$ cat config.mk
export PLATFORM = sky130hd
export DESIGN_NAME = execute_stage
export DESIGN_NICKNAME = d
export VERILOG_FILES = /design/src/rtl/execute_stage.sv
export SDC_FILE = /design/constraint.sdc
export NUM_CORES = 1
export LEC_CHECK = 0
export ABC_CLOCK_PERIOD_IN_PS = 24700
export CAP_MARGIN = 0
export CORE_MARGIN = 2
export CORE_UTILIZATION = 30
export DETAILED_ROUTE_END_ITERATION = 8
export HOLD_SLACK_MARGIN = 0.03
export PLACE_DENSITY = 0.6
export SETUP_SLACK_MARGIN = 0.1
export SYNTH_ARGS = -nofsm -noshare
export SYNTH_HDL_FRONTEND = slang
export SYNTH_SLANG_ARGS = --single-unit
$ cat constraint.sdc
create_clock -name clk -period 24.7 [get_ports clk]
set_clock_uncertainty 0.2 [all_clocks]
set_input_delay 7.41 -clock clk [delete_from_list [all_inputs] [get_ports clk]]
set_output_delay 7.41 -clock clk [all_outputs]
set_load 0.02 [all_outputs]
$ cat src/rtl/execute_stage.sv
// Execute slice of the 16-bit scalar pipeline: decode/execute register, ALU and
// execute/memory register. The unregistered ALU result is exported for forwarding.
module execute_stage #(
  parameter int unsigned WIDTH = 16,
  parameter int unsigned OPW   = 16
) (
  input  logic             clk,
  input  logic             reset,
  input  logic [OPW-1:0]   aluOp_in,
  input  logic [WIDTH-1:0] srcA_in,
  input  logic [WIDTH-1:0] srcB_in,
  output logic [OPW-1:0]   aluOp_execute,
  output logic [WIDTH-1:0] srcA_execute,
  output logic [WIDTH-1:0] srcB_execute,
  output logic [WIDTH-1:0] alu_result_execute,
  output logic [WIDTH-1:0] alu_result_memory,
  output logic [3:0]       flags_memory
);

  localparam int unsigned ShW = $clog2(WIDTH);

  typedef enum logic [3:0] {
    OpAdd   = 4'd0,
    OpSub   = 4'd1,
    OpAnd   = 4'd2,
    OpOr    = 4'd3,
    OpXor   = 4'd4,
    OpNot   = 4'd5,
    OpSll   = 4'd6,
    OpSrl   = 4'd7,
    OpSra   = 4'd8,
    OpMul   = 4'd9,
    OpPassA = 4'd10,
    OpPassB = 4'd11,
    OpSlt   = 4'd12,
    OpSltu  = 4'd13,
    OpRsv0  = 4'd14,
    OpRsv1  = 4'd15
  } alu_op_e;

  // Decode/execute pipeline register
  logic [OPW-1:0]   aluop_d, aluop_q;
  logic [WIDTH-1:0] srca_d, srca_q;
  logic [WIDTH-1:0] srcb_d, srcb_q;

  // Execute/memory pipeline register
  logic [WIDTH-1:0] result_d, result_q;
  logic [3:0]       flags_d, flags_q;

  // ALU internals
  alu_op_e          op;
  logic [WIDTH:0]   sum_ext;
  logic [WIDTH:0]   diff_ext;
  logic [ShW-1:0]   shamt;
  logic [WIDTH-1:0] alu_res;
  logic             flag_n, flag_z, flag_c, flag_v;
  logic             add_ovf, sub_ovf;
  logic             slt_res;

  always_comb begin
    aluop_d = aluOp_in;
    srca_d  = srcA_in;
    srcb_d  = srcB_in;
  end

  always_ff @(posedge clk) begin
    if (reset) begin
      aluop_q <= '0;
      srca_q  <= '0;
      srcb_q  <= '0;
    end else begin
      aluop_q <= aluop_d;
      srca_q  <= srca_d;
      srcb_q  <= srcb_d;
    end
  end

  assign op    = alu_op_e'(aluop_q[3:0]);
  assign shamt = srcb_q[ShW-1:0];

  // Extra top bit holds the carry for ADD and the borrow for SUB.
  assign sum_ext  = {1'b0, srca_q} + {1'b0, srcb_q};
  assign diff_ext = {1'b0, srca_q} - {1'b0, srcb_q};

  assign add_ovf = (srca_q[WIDTH-1] == srcb_q[WIDTH-1]) &&
                   (sum_ext[WIDTH-1] != srca_q[WIDTH-1]);
  assign sub_ovf = (srca_q[WIDTH-1] != srcb_q[WIDTH-1]) &&
                   (diff_ext[WIDTH-1] != srca_q[WIDTH-1]);
  assign slt_res = $signed(srca_q) < $signed(srcb_q);

  always_comb begin
    alu_res = '0;
    unique case (op)
      OpAdd:   alu_res = sum_ext[WIDTH-1:0];
      OpSub:   alu_res = diff_ext[WIDTH-1:0];
      OpAnd:   alu_res = srca_q & srcb_q;
      OpOr:    alu_res = srca_q | srcb_q;
      OpXor:   alu_res = srca_q ^ srcb_q;
      OpNot:   alu_res = ~srca_q;
      OpSll:   alu_res = srca_q << shamt;
      OpSrl:   alu_res = srca_q >> shamt;
      OpSra:   alu_res = WIDTH'($signed(srca_q) >>> shamt);
      OpMul:   alu_res = srca_q * srcb_q;
      OpPassA: alu_res = srca_q;
      OpPassB: alu_res = srcb_q;
      OpSlt:   alu_res = {{(WIDTH-1){1'b0}}, slt_res};
      OpSltu:  alu_res = {{(WIDTH-1){1'b0}}, diff_ext[WIDTH]};
      OpRsv0,
      OpRsv1:  alu_res = '0;
      default: alu_res = '0;
    endcase
  end

  always_comb begin
    flag_n = alu_res[WIDTH-1];
    flag_z = (alu_res == '0);
    flag_c = 1'b0;
    flag_v = 1'b0;
    if (op == OpAdd) begin
      flag_c = sum_ext[WIDTH];
      flag_v = add_ovf;
    end else if (op == OpSub) begin
      flag_c = diff_ext[WIDTH];
      flag_v = sub_ovf;
    end
  end

  always_comb begin
    result_d = alu_res;
    flags_d  = {flag_n, flag_z, flag_c, flag_v};
  end

  always_ff @(posedge clk) begin
    if (reset) begin
      result_q <= '0;
      flags_q  <= '0;
    end else begin
      result_q <= result_d;
      flags_q  <= flags_d;
    end
  end

  assign aluOp_execute      = aluop_q;
  assign srcA_execute       = srca_q;
  assign srcB_execute       = srcb_q;
  assign alu_result_execute = alu_res;
  assign alu_result_memory  = result_q;
  assign flags_memory       = flags_q;

endmodule

==> flow_metrics.env <==
export IMPL_slowest_stage="clkdlybuf4s50_1"
export IMPL_yosysTopAreaCell="fa_1"
export IMPL_htreeDepth=3
export IMPL_antenna_found_initial=0
export IMPL_grt_ovfl_total=0
export IMPL_synth_most_common_cell="inv_1"
export IMPL_fin_cells=1817
export IMPL_setup_worst_path_start_class="register"
export IMPL_switching_share_pct=41.19
export IMPL_setup_tns_ns=0
export IMPL_crit_path_frequent_cell="fa_1"
export IMPL_synthToLayoutAreaGrowth_pct=19.65
export IMPL_track_usage_pct=22.61
export IMPL_synth_ff_type="dfxtp_1"
export IMPL_critPathKind="register to output port"
export IMPL_rows=67
export IMPL_p_int_w=0.0003125
export IMPL_maxSlewViolCount=0
export IMPL_crit_path_max_incr_delay_ns=0.69
export IMPL_syn_nets=1500
export IMPL_n_fill_cell=3526
export IMPL_clock_fmax_mhz=65.27
export IMPL_ys_ff_latch=67
export IMPL_crit_arrival_ns=7.71
export IMPL_numCtsBuffers=9
export IMPL_post_cts_resized=0
export IMPL_worstMarginPinSlew_ns=1.186
export IMPL_drt_iter0_drc=1227
export IMPL_synth_top_area_share_pct=15.91
export IMPL_drt_pass1_iter_count=5
export IMPL_grt_pass1_wl_um=61560
export IMPL_ant_nets=0
export IMPL_end_kind="output port"
export IMPL_dieHeight_um=189.4
export IMPL_hpwl_um=31050
export IMPL_fin_crit_sh_pct=62.02
export IMPL_path_max_fanout=46
export IMPL_clockBufferDepth=2
export IMPL_hold_viol=0
export IMPL_cts_num_sinks=67
export IMPL_setup_viol=0
export IMPL_synth_cells=1270
export IMPL_wirelength_um=40530
export IMPL_drc=0
export IMPL_leakage_nw=5.152
export IMPL_avgSynthCellArea_um2=8.122
export IMPL_required_ns=17.09
export IMPL_die_w_um=189.4
export IMPL_ioPinCount=134
export IMPL_num_vias=10100
export IMPL_post_cts_buffers=0
export IMPL_worstHoldPathType="register to register"
export IMPL_cts_root_buf="clkbuf_16"
export IMPL_cap_violations=0
export IMPL_coreArea_um2=33700
export IMPL_final_layout_size_suffix_gt1_share_pct=7.085
export IMPL_p_clk_share_pct=27.1
export IMPL_cts_hold_buf=0
export IMPL_grt_pass1_vias=9992
export IMPL_pwr_share_comb_pct=49.2
export IMPL_synthTopCellsByArea="fa_1, dfxtp_1, ha_1"
export IMPL_async_flop_share_pct=0
export IMPL_grt_max_degree=60
export IMPL_period_needed_ns=15.32
export IMPL_routedWlPerCell_um=22.31
export IMPL_start_util_pct=30.61
export IMPL_peakVddDrop_v=0.00003821
export IMPL_numPortBuffers=133
export IMPL_ys_seq_area_share_pct=13.00
export IMPL_switching_power_w=0.0002189
export IMPL_num_antenna_cells=0
export IMPL_die_area_um2=35880
export IMPL_synth_enable_flop_cells=0
export IMPL_final_nets=1595
export IMPL_power_density_nw_per_um2=43.06
export IMPL_syn_cell_area_um2=10310
export IMPL_yosysWarnings=0
export IMPL_rsz0062_at_grt="no"
export IMPL_clkTransAtPathRegs_ns=0.06
export IMPL_ys_types=91
export IMPL_vias_per_cell=5.557
export IMPL_synth_common_cells="inv_1, nor2_1, nand2_1"
export IMPL_tritoncts="built"
export IMPL_gp_routability_congestion=0.9914
export IMPL_outcome="completed"
export IMPL_max_slew_margin_rel_pct=20.76
export IMPL_clk_latency_ns=0.35
export IMPL_cp_cell_sequence="buf_4, inv_2, nor2_1, fa_1, fa_1, ha_1, fa_1, inv_1, fa_1, fa_1, inv_1, ha_1, a21oi_1, nand3_1, a41oi_1, o21ai_0, xnor2_1, o211ai_1, o21ai_0, a211oi_1, clkdlybuf4s50_1"
export IMPL_p_seq_share_pct=23.7
export IMPL_dp_cells=1802
## critical path: cells and delay by family, from the launching register on
kind / cells / cell delay [ns]
xor gates and xnor gates: 1 / 0.15
and+or+nand+nor: 2 / 0.43
AOI/OAI and AO/OA: 6 / 1.75
DFF: 1 / 0.31
buffers and inverters: 5 / 1.71
adders and majority gates: 7 / 2.97
## per-stage QoR
stage / setup WS, ns / hold slack, ns / cell area, um2 / utilization (%) / power [W]
3_3_place_gp: 9.938 / 0.5024 / 12030 / 35.69 / 0.0003831
5_1_grt: 8.989 / 0.5517 / 12340 / 36.62 / 0.0005617
4_1_cts: 9.454 / 0.5084 / 12340 / 36.62 / 0.0005320
2_1_floorplan: 10.41 / 0.6490 / 10310 / - / 0.0002935
3_5_place_dp: 9.837 / 0.4984 / 12030 / 35.69 / 0.0003846
6_report: 9.380 / 0.5158 / 12340 / 36.62 / 0.0005314
## cell families after synthesis
family          Yosys count  synth area share (%)
simple gates            433                 20.83
compound gates          252                 17.29
buf+inv                 245                 10.08
fa+ha+maj               181                 27.90
flops                    67                 13.00
mux                      49                 7.120
xor+xnor                 43                 3.785
## layout by cell type, fill, tap and decap left out, drive strengths merged, types with 33 or more instances in the layout
cell type / synthesis / routed
nand2: 109 / 109
dfxtp: 67 / 67
fa: 82 / 82
nor2: 134 / 134
a21oi: 59 / 59
nor2b: 63 / 63
clkdlybuf4s50: 0 / 132
o21ai: 33 / 33
xnor2: 33 / 33
inv: 162 / 163
ha: 98 / 98
## power by group through the flow
| stage | Sequential (W) | Clock [W] | Combinational (W) |
|---|---|---|---|
| floorplan | 0.000133 | 0 | 0.000161 |
| global placement | 0.000128 | 0 | 0.000255 |
| detailed placement | 0.000128 | 0 | 0.000257 |
| CTS | 0.000125 | 0.000148 | 0.000258 |
| global route | 0.000126 | 0.000152 | 0.000284 |
| finish | 0.000126 | 0.000144 | 0.000261 |
## metal layers
layer  GRT usage (%)  share of wire, %
met1           30.47                42
met2           34.02                43
met3           5.097               9.8
met4           11.15               5.2
met5               0                 0
## flip-flops by register name, summed over array words and instances (netlist names)
| signal | cells |
|---|---|
| aluOp_execute | 16 |
| alu_result_memory | 16 |
| flags_memory | 3 |
| srcA_execute | 16 |
| srcB_execute | 16 |
## layout make-up
class                      count  area (um2)  area share, %
inverter                     167       626.9          5.079
clock inverter                 6       90.09         0.7299
clock buffer                   9       225.2          1.825
sequential                    67        1344          10.89
tap                          448       560.5          4.542
multi-input combinational    958        7951          64.43
timing repair buffer         162        1544          12.51
## final timing paths
check                                      start                     end  slack, ns  depth (start not counted)
worst min register to register  srcA_execute[15]         flags_memory[0]       0.52                          2
worst max-delay path             srcB_execute[1]  alu_result_execute[15]       9.38                         21
worst max register to register   srcB_execute[1]         flags_memory[2]      16.94                         21
worst min-delay path            srcA_execute[15]         flags_memory[0]       0.52                          2
(Power assumes the default switching activity.)
